--- src/rtl/serial_bank_mapper.sv ---
// serial_bank_mapper: serial-load bank mapper for the NES cartridge FPGA.
// CPU writes to $8000-$FFFF shift one bit per write into a load register;
// the final bit commits the value to control, chr0, chr1 or prg.
// State updates on the falling edge of m2; address outputs are combinational.
// Optional build macro: SERIAL_MAPPER_SXROM_EN adds the SXROM outer PRG bank
// (chr0[4]) and WRAM bank (chr0[3:2]); it needs PRG_ADDR_BITS >= 19.
module serial_bank_mapper #(
    parameter int unsigned SHIFT_LEN      = 5,
    parameter int unsigned PRG_ADDR_BITS  = 19,
    parameter int unsigned CHR_ADDR_BITS  = 17,
    parameter int unsigned WRAM_ADDR_BITS = 15,
    parameter int unsigned FILTER_CONSEC  = 1
) (
    input  logic                      m2,
    input  logic                      reset_n,
    input  logic [15:0]               cpu_addr,
    input  logic [7:0]                cpu_data_in,
    input  logic                      cpu_rw,
    input  logic [13:0]               ppu_addr,
    input  logic                      ppu_rd,
    input  logic                      ppu_wr,
    input  logic                      chr_ram,
    output logic [PRG_ADDR_BITS-1:0]  prg_addr,
    output logic                      prg_oe,
    output logic [WRAM_ADDR_BITS-1:0] wram_addr,
    output logic                      wram_ce,
    output logic [CHR_ADDR_BITS-1:0]  chr_addr,
    output logic                      chr_ce,
    output logic                      chr_oe,
    output logic                      chr_we,
    output logic                      ciram_ce,
    output logic                      ciram_a10,
    output logic                      busy
);

    localparam int unsigned REG_W      = 5;
    localparam int unsigned CNT_W      = (SHIFT_LEN > 1) ? $clog2(SHIFT_LEN) : 1;
    localparam int unsigned PRG_FULL_W = 19;
    localparam int unsigned CHR_FULL_W = 17;
    localparam int unsigned WRAM_FULL_W = 15;
    localparam logic [CNT_W-1:0] CNT_LAST = CNT_W'(SHIFT_LEN - 1);
    localparam bit FILTER_EN = (FILTER_CONSEC != 0);
    localparam logic [REG_W-1:0] CTRL_RESET = 5'b01100;

    // Mapper registers
    logic [REG_W-1:0]     control_q, control_d;
    logic [REG_W-1:0]     chr0_q, chr0_d;
    logic [REG_W-1:0]     chr1_q, chr1_d;
    logic [REG_W-1:0]     prg_q, prg_d;
    logic [SHIFT_LEN-1:0] load_q, load_d;
    logic [CNT_W-1:0]     cnt_q, cnt_d;
    logic                 wr_prev_q, wr_prev_d;

    logic                 wr_cycle;
    logic                 wr_accept;
    logic [SHIFT_LEN-1:0] load_shift;
    logic [REG_W-1:0]     commit_val;

    logic                 outer;
    logic [1:0]           wbank;
    logic [3:0]           ps;
    logic [4:0]           cs;
    logic [PRG_FULL_W-1:0]  prg_full;
    logic [CHR_FULL_W-1:0]  chr_full;
    logic [WRAM_FULL_W-1:0] wram_full;

    // Data bits 6:1 carry no meaning; load_q[0] is shifted out, never read.
    logic unused_bits;
    assign unused_bits = ^{cpu_data_in[6:1], load_q[0]};

    // Write qualification: a CPU write to $8000+, optionally filtering RMW doubles
    assign wr_cycle   = cpu_addr[15] && !cpu_rw;
    assign wr_accept  = wr_cycle && !(FILTER_EN && wr_prev_q);
    assign load_shift = {cpu_data_in[0], load_q[SHIFT_LEN-1:1]};
    assign commit_val = REG_W'(load_shift);

    // State register: falling edge of m2, async active-low reset
    always_ff @(negedge m2 or negedge reset_n) begin
        if (!reset_n) begin
            control_q <= CTRL_RESET;
            chr0_q    <= '0;
            chr1_q    <= '0;
            prg_q     <= '0;
            load_q    <= '0;
            cnt_q     <= '0;
            wr_prev_q <= 1'b0;
        end else begin
            control_q <= control_d;
            chr0_q    <= chr0_d;
            chr1_q    <= chr1_d;
            prg_q     <= prg_d;
            load_q    <= load_d;
            cnt_q     <= cnt_d;
            wr_prev_q <= wr_prev_d;
        end
    end

    // Next state: bit counter drives shift, reset-bit and commit
    always_comb begin
        control_d = control_q;
        chr0_d    = chr0_q;
        chr1_d    = chr1_q;
        prg_d     = prg_q;
        load_d    = load_q;
        cnt_d     = cnt_q;
        wr_prev_d = wr_cycle;

        if (wr_accept) begin
            if (cpu_data_in[7]) begin
                cnt_d     = '0;
                load_d    = '0;
                control_d = control_q | CTRL_RESET;
            end else if (cnt_q != CNT_LAST) begin
                load_d = load_shift;
                cnt_d  = cnt_q + CNT_W'(1);
            end else begin
                cnt_d  = '0;
                load_d = '0;
                case (cpu_addr[14:13])
                    2'd0:    control_d = commit_val;
                    2'd1:    chr0_d    = commit_val;
                    2'd2:    chr1_d    = commit_val;
                    default: prg_d     = commit_val;
                endcase
            end
        end
    end

    // SXROM extension: outer PRG bank and WRAM bank from chr0
`ifdef SERIAL_MAPPER_SXROM_EN
    assign outer = chr0_q[4];
    assign wbank = chr0_q[3:2];
`else
    assign outer = 1'b0;
    assign wbank = 2'b00;
`endif

    // PRG 16K slot select by PRG mode
    always_comb begin
        ps = 4'h0;
        case (control_q[3:2])
            2'b10:   ps = cpu_addr[14] ? prg_q[3:0] : 4'h0;
            2'b11:   ps = cpu_addr[14] ? 4'hF : prg_q[3:0];
            default: ps = {prg_q[3:1], cpu_addr[14]};
        endcase
    end

    // CHR 4K select by CHR mode
    always_comb begin
        cs = 5'h00;
        if (control_q[4]) begin
            cs = ppu_addr[12] ? chr1_q : chr0_q;
        end else begin
            cs = {chr0_q[4:1], ppu_addr[12]};
        end
    end

    // Nametable mirroring
    always_comb begin
        ciram_a10 = 1'b0;
        case (control_q[1:0])
            2'b00:   ciram_a10 = 1'b0;
            2'b01:   ciram_a10 = 1'b1;
            2'b10:   ciram_a10 = ppu_addr[10];
            default: ciram_a10 = ppu_addr[11];
        endcase
    end

    // Address composition, zero-extended or trimmed to the configured widths
    assign prg_full  = {outer, ps, cpu_addr[13:0]};
    assign chr_full  = chr_ram ? {4'b0000, ppu_addr[12:0]} : {cs, ppu_addr[11:0]};
    assign wram_full = {wbank, cpu_addr[12:0]};

    assign prg_addr  = PRG_ADDR_BITS'(prg_full);
    assign chr_addr  = CHR_ADDR_BITS'(chr_full);
    assign wram_addr = WRAM_ADDR_BITS'(wram_full);

    // Chip selects and strobes
    assign prg_oe   = cpu_rw && cpu_addr[15];
    assign wram_ce  = (cpu_addr[15:13] == 3'b011) && !prg_q[4];
    assign ciram_ce = !ppu_addr[13];
    assign chr_ce   = !ppu_addr[13];
    assign chr_oe   = !ppu_rd;
    assign chr_we   = chr_ram && !ppu_wr;
    assign busy     = (cnt_q != '0);

endmodule
--- config.mk ---
export PLATFORM = sky130hd
export DESIGN_NAME = serial_bank_mapper
export DESIGN_NICKNAME = d
export VERILOG_FILES = /design/src/rtl/serial_bank_mapper.sv
export SDC_FILE = /design/constraint.sdc
export NUM_CORES = 1
export LEC_CHECK = 0
export ABC_AREA = 1
export ABC_CLOCK_PERIOD_IN_PS = 1800
export CAP_MARGIN = 20
export CORE_MARGIN = 5
export CORE_UTILIZATION = 38
export DETAILED_ROUTE_END_ITERATION = 8
export PLACE_DENSITY_LB_ADDON = 0.05
export SYNTH_ARGS = -nofsm -noshare
export SYNTH_HDL_FRONTEND = slang
export SYNTH_SLANG_ARGS = --single-unit
--- constraint.sdc ---
create_clock -name m2 -period 1.8 [get_ports m2]
set_input_delay 0.36 -clock m2 [delete_from_list [all_inputs] [get_ports m2]]
set_output_delay 0.36 -clock m2 [all_outputs]
set_load 0.1 [all_outputs]
==> qor.yml, run 1 <==
synth_top_flop_cell: "dfrtn_1"
fin_tns_setup_ps: -10530
rsz0062_at_grt: "true"
num-nets-final: 331
status: "finished with violations"
cp_data_arrival_time_ps: 2340
ios: 103
cts.path.max_buffers: 2
path_clk_slew_ps: 60
cts_buffers: 3
combPwrFrac_pct: 47.7
setup_viol: 32
synth.distinct_cells: 22
synth.top_cell.area_share_pct: 36.1
rows: 25
p_int_uw: 1270
synthArstFlopShare_pct: 100
cts-htree-levels: 1
holdWs_ps: 475
place_ws_ps: -940
grt_max_degree: 16
drtPass1Iterations: 4
synthMuxAreaShare_pct: 0
core-area_um2: 4660
hp-class: "reg2reg"
syn_area_um2: 1800
ys_seq_area_share_pct: 39.0
swShare_pct: 40.1
path_max_fanout: 3
num_vias: 1647
grt_pass1_wl_um: 7650
synth_fa_ha_area_share_pct: 1.39
grt_pass1_vias: 1745
p_per_area_nw_per_um2: 713
drv_slew: 0
skew_ps: 53.8
drt_first_iter_violations: 51
drv_cap: 0
critical_path_class: "reg2out"
hold_viol_final: 0
cts_tree: "built"
cts.sinks: 28
gp_congestion: 0.810
grt_usage_pct: 15.2
finalNonFillerCells: 338
synth.avg_cell_area_um2: 7.64
p_sw_uw: 854
die_h_um: 78.9
required_ps: 1440
clkLatencyLatePin_ps: 330
finalWirelength_um: 4410
start_util_pct: 38.7
grt_antenna_before_repair: 0
synth_top_family_by_area: "simple AND/OR/NAND/NOR gates"
dp_cells: 324
netlist_top_cells_area: "dfrtn_1 36%, buf_4 18%, nand2_1 15%"
power.share.clock_pct: 17.0
synth-edff-count: 0
synth_top_area_cell: "dfrtn_1"
antenna_left: 0
antenna_cells: 0
io_buffers: 34
ys_warn_count: 0
peakVddDrop_uv: 648
synth_common_cells: "70 x nand2_1, 44 x buf_4, 26 x dfrtn_1"
die_area_um2: 6220
fp.dieW_um: 78.9
dp_hpwl_um: 3440
ys_ff_latch: 28
leakagePower_uw: 0.00148
clock-root-buffer: "clkbuf_8"
yosysMostFrequentCell: "nand2_1"
drive_gt1_share_pct: 53.9
fin_ws_ps: -903
syn_to_final_growth_pct: 65.6
startpoint_type: "register"
drc: 0
violations: "setup timing"
viasPerCell: 4.87
seqPwrFrac_pct: 35.3
critPathCaptureType: "output port"
synth_xor_area_share_pct: 0.486
yosys.area_share.simple_pct: 29.6
syn-instance-count: 236
wire_per_inst_um: 13.0
synth-compound-area-share_pct: 4.72
grt_overflow_total: 0
## state kept, by name (all words and copies together) (netlist names)
name / count
chr0_q: 5
chr1_q: 5
control_q: 5
prg_q: 5
load_q: 4
cnt_q: 3
wr_prev_q: 1
## kinds of logic (layout without fill, tap and decap cells)
kind of cell	after synthesis	after routing
AOI/OAI and AO/OA	16	16
xor gates and xnor gates	1	1
adders and majority gates	2	2
buffers and inverters	70	116
DFF	28	28
other	1	3
and+or+nand+nor	118	118
## metrics by stage
stage          cell area, µm²  utilization (%)  total power (µW)
3_5_place_dp             2620             56.2              1680
6_report                 2990             64.1              2130
4_1_cts                  2920             62.7              2150
5_1_grt                  2990             64.1              2240
2_1_floorplan            1970                -              1690
3_3_place_gp             2620             56.2              1660
## layout by cell type, fill, tap and decap left out, types with 3 or more instances in the layout
cell / count
clkdlybuf4s50_1: 7
buf_4: 41
nand3_1: 4
nand2_1: 51
nor2_4: 8
clkbuf_8: 3
inv_2: 6
nor2_2: 7
inv_4: 4
dfrtn_1: 26
o21ai_2: 9
buf_6: 5
nor2_1: 4
buf_8: 3
inv_1: 11
nand2_4: 3
nand4_1: 18
nand2_2: 15
buf_12: 25
nand3_4: 5
conb_1: 3
## worst paths after layout
kind	start	end	slack, ps	depth (start not counted)
setup / recovery	control_q[2]	prg_addr[16]	-900	6
hold reg to reg	prg_q[0]	prg_q[0]	480	2
hold / removal	prg_q[0]	prg_q[0]	480	2
max in group asynchronous	reset_n	prg_q[1]	340	3
setup reg to reg	cnt_q[0]	chr1_q[3]	280	8
min in group asynchronous	reset_n	cnt_q[1]	1180	2
## per-layer routing
layer | global-route usage (%) | vias up | part of all wire, %
met5 | 0 | - | 0
met2 | 29.6 | 48 | 57
met3 | 2.95 | 6 | 6.0
li1 | - | 810 | -
met1 | 16.1 | 783 | 36
met4 | 5.15 | 0 | 1.1
## what timing repair did
item / 4_1_cts / 5_1_grt
setup endpoints to repair: 41 / 40
buffers inserted: 6 / 2
hold buffers: 0 / 0
cloned: 2 / 0
pin swaps: 14 / 8
gates resized for setup: 72 / 16
## power by group through the flow
stage               Clock (µW)  Combinational, µW  Sequential [µW]
detailed placement        10.4                911              754
global route               406               1070              757
global placement          10.4                896              752
floorplan                 10.4                937              741
CTS                        385               1010              749
finish                     363               1020              751
## final cells by class
| cell class | instances | area (µm²) |
|---|---|---|
| Timing Repair Buffer | 88 | 1080 |
| Clock buffer | 3 | 41.3 |
| Clock inverter | 3 | 12.5 |
| Inverter | 22 | 123 |
| Fill cell | 382 | 1670 |
| Tap cell | 54 | 67.6 |
| Multi-Input combinational cell | 140 | 957 |
| Sequential cell | 28 | 703 |
## worst max-delay path, stage by stage, from the launching register on
cell and delay, ps:
dfstp_2 560, buf_4 120, nor2_2 30, nand2_2 100
o21ai_2 80, inv_4 60, buf_12 160
Power figures use the tool's default switching activity.
==> run 2: changes to the inputs <==
CORE_MARGIN = unset   (was 5)
==> run 2 against run 1 <==
Effect of this change:
- highest routed layer unchanged
- via count fell by 3.6%
- clock skew rose by 1.4 ps
- largest cell class unchanged
- sequential cell count did not move
- critical path depth fell by 2
- the run ends with DRC, setup timing left
- worst hold slack got worse by 2.0 ps
- cell count fell by 2.4%
- first-iteration DRC count fell by 16%
- routed wire length rose by 2.7%
- combinational power fell by 4%
- critical path type unchanged
==> qor.yml, run 2 (synthesized netlist as in run 1, its figures left out) <==
status: "finished with violations"  # unchanged
violations: "DRC, setup timing"  # was setup timing
rr_startpoint: "cnt_q[0]"  # unchanged
holdPathEnd: "prg_q[0]"  # unchanged
hold_start: "prg_q[0]"  # unchanged
num-nets-final: 325  # was 331
leakagePower_uw: 0.00144  # was 0.00148 µW
rsz0062_at_grt: "true"  # unchanged
p_per_area_nw_per_um2: 735  # was 713 nW/µm²
hp-class: "reg2reg"  # unchanged
critPathLaunch: "control_q[3]"  # was control_q[2]
final_common_cell: "nand2_1"  # unchanged
dp_cells: 320  # was 324
hold_viol_final: 0  # unchanged
drtPass1Iterations: 8  # was 4
startpoint_type: "register"  # unchanged
skew_ps: 55.2  # was 53.8 ps
drv_slew: 0  # unchanged
required_ps: 1440  # about the same
drt_first_iter_violations: 43  # was 51
finalNonFillerCells: 330  # was 338
layout.cells.most_common_list: "48 x nand2_1, 40 x buf_4, 26 x dfrtn_1"  # was 51 x nand2_1, 41 x buf_4, 26 x dfrtn_1
clkLatencyLatePin_ps: 330  # about the same
fill_cells: 349  # was 382
drv_cap: 0  # unchanged
hold_buffers: 0  # unchanged
cts-htree-levels: 1  # unchanged
rr_endpoint: "chr0_q[0]"  # was chr1_q[3]
antenna_cells: 0  # unchanged
cts.sinks: 28  # unchanged
clock-root-buffer: "clkbuf_8"  # unchanged
grt_antenna_before_repair: 0  # unchanged
core-area_um2: 4440  # was 4660 µm²
power_uw: 2160  # was 2130 µW
grt_usage_pct: 19.4  # was 15.2%
cp_data_arrival_time_ps: 2350  # was 2340 ps
cts_tree: "built"  # unchanged
die_h_um: 70.9  # was 78.9 µm
setup_viol: 30  # was 32
whs_path_depth: 2  # unchanged
path_clk_slew_ps: 60  # about the same
rows: 24  # was 25
die_area_um2: 5020  # was 6220 µm²
fp.dieW_um: 70.9  # was 78.9 µm
viasPerCell: 4.81  # was 4.87
peakVddDrop_uv: 716  # was 648 µV
grt_pass1_wl_um: 7640  # was 7650 µm
wire_per_inst_um: 13.7  # was 13.0 µm
start_util_pct: 40.6  # was 38.7%
critical_path_class: "reg2out"  # unchanged
antenna_left: 0  # unchanged
reg2reg_depth: 8  # unchanged
drc: 4  # was 0
finalWirelength_um: 4530  # was 4410 µm
cts.path.max_buffers: 2  # unchanged
grt_max_degree: 16  # unchanged
path_max_fanout: 3  # unchanged
drive_gt1_share_pct: 55.0  # was 53.9%
io_buffers: 34  # unchanged
finalCoreUtilization_pct: 66.2  # was 64.1%
dp_hpwl_um: 3350  # was 3440 µm
critPathCaptureType: "output port"  # unchanged
ios: 103  # unchanged
ff2ff_setup_slack_ps: 200  # was 280 ps
cts_buffers: 3  # unchanged
syn_to_final_growth_pct: 63.1  # was 65.6%
grt_pass1_vias: 1786  # was 1,745
num_vias: 1587  # was 1,647
fin_ws_ps: -906  # was -903 ps
grt_overflow_total: 0  # unchanged
gp_congestion: 0.748  # was 0.810
-- run 2: cell types whose count changed in the layout (fill, tap and decap cells not counted), moves of 2 or more --
cell,before,now
nand2_4,3,1
nand2_1,51,48
nor2_1,4,2
nand2_2,15,20
buf_6,5,1
-- run 2: power breakdown --
part,internal [µW],leakage (µW),switching (µW),total [µW]
Combinational,393,0.00102,588,981
Sequential,694,0.000379,55.8,749
Clock,231,0.0000450,200,431
-- run 2: final cells by class --
| cell class | count | area, µm² | share of cell area [%] |
|---|---|---|---|
| clock buffer | 3 | 41.3 | 1.40 |
| sequential | 28 | 703 | 23.9 |
| tap | 52 | 65.1 | 2.21 |
| multi-input combinational | 140 | 968 | 32.9 |
| inverter | 22 | 125 | 4.26 |
| clock inverter | 3 | 25.0 | 0.851 |
| timing repair buffer | 82 | 1010 | 34.4 |
-- run 2: worst max-delay path, cell delays in order (launching register included) --
cell and delay, ps:
dfstp_2 550, nand2_2 80, buf_4 140, o21ai_4 140, buf_12 190
-- run 2: metrics by stage --
step	setup TNS (ps)	hold slack, ps	instance area, µm²	setup slack [ps]
floorplan	-12270	397	1970	-608
global placement	-29530	440	2590	-926
detailed placement	-31150	453	2590	-953
CTS	-10360	460	2890	-903
global route	-11830	495	2940	-966
finish	-10400	474	2940	-906
-- run 2: how the worst max path moves through the flow --
stage	to	slack [ps]
after floorplan	wram_ce	-610
after global placement	prg_q[4]	-930
after detailed placement	chr0_q[4]	-950
after CTS	prg_addr[17]	-900
after global routing	prg_addr[16]	-970
final	prg_addr[14]	-910
-- run 2: timing repair --
action | CTS | global route
pin swaps | 11 | 9
setup buffers | 4 | 2
endpoints found under the setup margin | 41 | 35
cloned | 3 | 0
resized for setup | 68 | 27
-- run 2: metal layers --
layer  global-route usage (%)  vias up  wire [µm]
met1                     21.4      747       1720
met4                     8.89        0         47
met5                        0        -          0
li1                         -      794          -
met3                     3.13        6        157
met2                     36.2       40       2610
==> run 3: changes to the inputs <==
MAX_ROUTING_LAYER = met4   (was unset)
==> run 3 against run 2 <==
Effect of this change:
- the run still ends with DRC, setup timing left
- critical path type unchanged
- via count is essentially flat
- die area is the same
- critical path depth is the same
==> qor.yml, run 3 (synthesized netlist as in run 1, its figures left out) <==
status: "finished with violations"  # unchanged
violations: "DRC, setup timing"  # unchanged
skew_ps: 55.1  # was 55.2 ps
clkLatencyLatePin_ps: 330  # about the same
path_max_fanout: 3  # unchanged
start_util_pct: 40.6  # unchanged
syn_to_final_growth_pct: 63.1  # unchanged
required_ps: 1440  # about the same
final_common_cell: "nand2_1"  # unchanged
num_vias: 1588  # was 1,587
ios: 103  # unchanged
rr_endpoint: "chr0_q[0]"  # unchanged
setup_viol: 30  # unchanged
reg2reg_depth: 8  # unchanged
hp-class: "reg2reg"  # unchanged
cts_buffers: 3  # unchanged
drc: 4  # unchanged
drv_slew: 0  # unchanged
clock-root-buffer: "clkbuf_8"  # unchanged
drive_gt1_share_pct: 55.0  # unchanged
critPathLaunch: "control_q[3]"  # unchanged
grt_max_degree: 16  # unchanged
drv_cap: 0  # unchanged
worstSetupEndpoint: "prg_addr[14]"  # unchanged
ff2ff_setup_slack_ps: 200  # about the same
antenna_cells: 0  # unchanged
cts.path.max_buffers: 2  # unchanged
cp_slowest_cell: "dfstp_2"  # unchanged
core-area_um2: 4440  # unchanged
drtPass1Iterations: 8  # unchanged
die_h_um: 70.9  # unchanged
p_per_area_nw_per_um2: 735  # about the same
hold_buffers: 0  # unchanged
rsz0062_at_grt: "true"  # unchanged
die_area_um2: 5020  # unchanged
critPathCaptureType: "output port"  # unchanged
max_stage_delay_ps: 550  # about the same
grt_usage_pct: 20.0  # was 19.4%
fp.dieW_um: 70.9  # unchanged
gp_congestion: 0.757  # was 0.748
crit_path_cell_trace: "nand2_2 -> buf_4 -> o21ai_4 -> buf_12"  # unchanged
layout.cells.most_common_list: "48 x nand2_1, 40 x buf_4, 26 x dfrtn_1"  # unchanged
finalWirelength_um: 4530  # unchanged
cts-htree-levels: 1  # unchanged
leakagePower_uw: 0.00144  # unchanged
fin_tns_setup_ps: -10400  # about the same
cts_tree: "built"  # unchanged
critical_path_class: "reg2out"  # unchanged
startpoint_type: "register"  # unchanged
path_clk_slew_ps: 60  # about the same
grt_pass1_wl_um: 7640  # unchanged
grt_antenna_before_repair: 0  # unchanged
wire_per_inst_um: 13.7  # unchanged
grt_pass1_vias: 1786  # unchanged
dp_hpwl_um: 3350  # unchanged
num-nets-final: 325  # unchanged
cp_data_arrival_time_ps: 2350  # about the same
viasPerCell: 4.81  # about the same
io_buffers: 34  # unchanged
peakVddDrop_uv: 716  # about the same
grt_overflow_total: 0  # unchanged
fin_ws_ps: -906  # about the same
cts.sinks: 28  # unchanged
rows: 24  # unchanged
drt_first_iter_violations: 43  # unchanged
finalCoreUtilization_pct: 66.2  # unchanged
hold_viol_final: 0  # unchanged
antenna_left: 0  # unchanged
rr_startpoint: "cnt_q[0]"  # unchanged
## run 3: cell counts in the layout (fill, tap and decap cells not counted)
Identical to the previous run, type by type.
## run 3: power breakdown
part,switching [µW],total [µW],internal (µW),leakage (µW)
Clock,200,431,231,0.0000450
Combinational,588,981,393,0.00102
Sequential,55.8,749,694,0.000379
## run 3: worst min path at each step
stage                     cells past startpoint  slack [ps]            to          from
after floorplan                               2         400     chr1_q[2]     chr1_q[2]
after global placement                        2         440  control_q[0]  control_q[0]
after detailed placement                      2         450      prg_q[0]      prg_q[0]
after CTS                                     2         460      prg_q[0]      prg_q[0]
after global routing                          2         490  control_q[3]  control_q[3]
final                                         2         470      prg_q[0]      prg_q[0]
## run 3: worst max-delay path: cells and delay by family (launching register included)
family	cells	cell delay [ps]
AOI/OAI and AO/OA	1	140
buffers and inverters	2	330
DFF	1	550
and+or+nand+nor	1	80
## run 3: what timing repair did
action                     in CTS  in global routing
pin swaps                      11                  9
setup buffers                   4                  2
gates cloned                    3                  0
setup endpoints to repair      41                 35
gates resized for setup        68                 27
## run 3: metrics by stage
step	total power (µW)	setup slack [ps]	hold WS, ps	cells	area [µm²]
global route	2260	-966	495	330	2940
detailed placement	1670	-953	453	320	2590
finish	2160	-906	474	330	2940
global placement	1650	-926	440	320	2590
floorplan	1690	-608	397	238	1970
CTS	2170	-903	460	331	2890
## run 3: area by class of cell
type / count / area, µm²
clock buffer: 3 / 41.3
clock inverter: 3 / 25.0
fill: 349 / 1500
inverter: 22 / 125
multi-input combinational: 140 / 968
sequential: 28 / 703
tap: 52 / 65.1
timing repair buffer: 82 / 1010
## run 3: per-layer routing
metal / vias to the layer above / wire [µm] / share of wire, % / track usage [%]
met5: - / 0 / 0 / -
met4: 0 / 47 / 1.0 / 8.89
met3: 6 / 155 / 3.4 / 2.99
met2: 40 / 2610 / 58 / 36.2
met1: 748 / 1720 / 38 / 21.5
li1: 794 / - / - / -
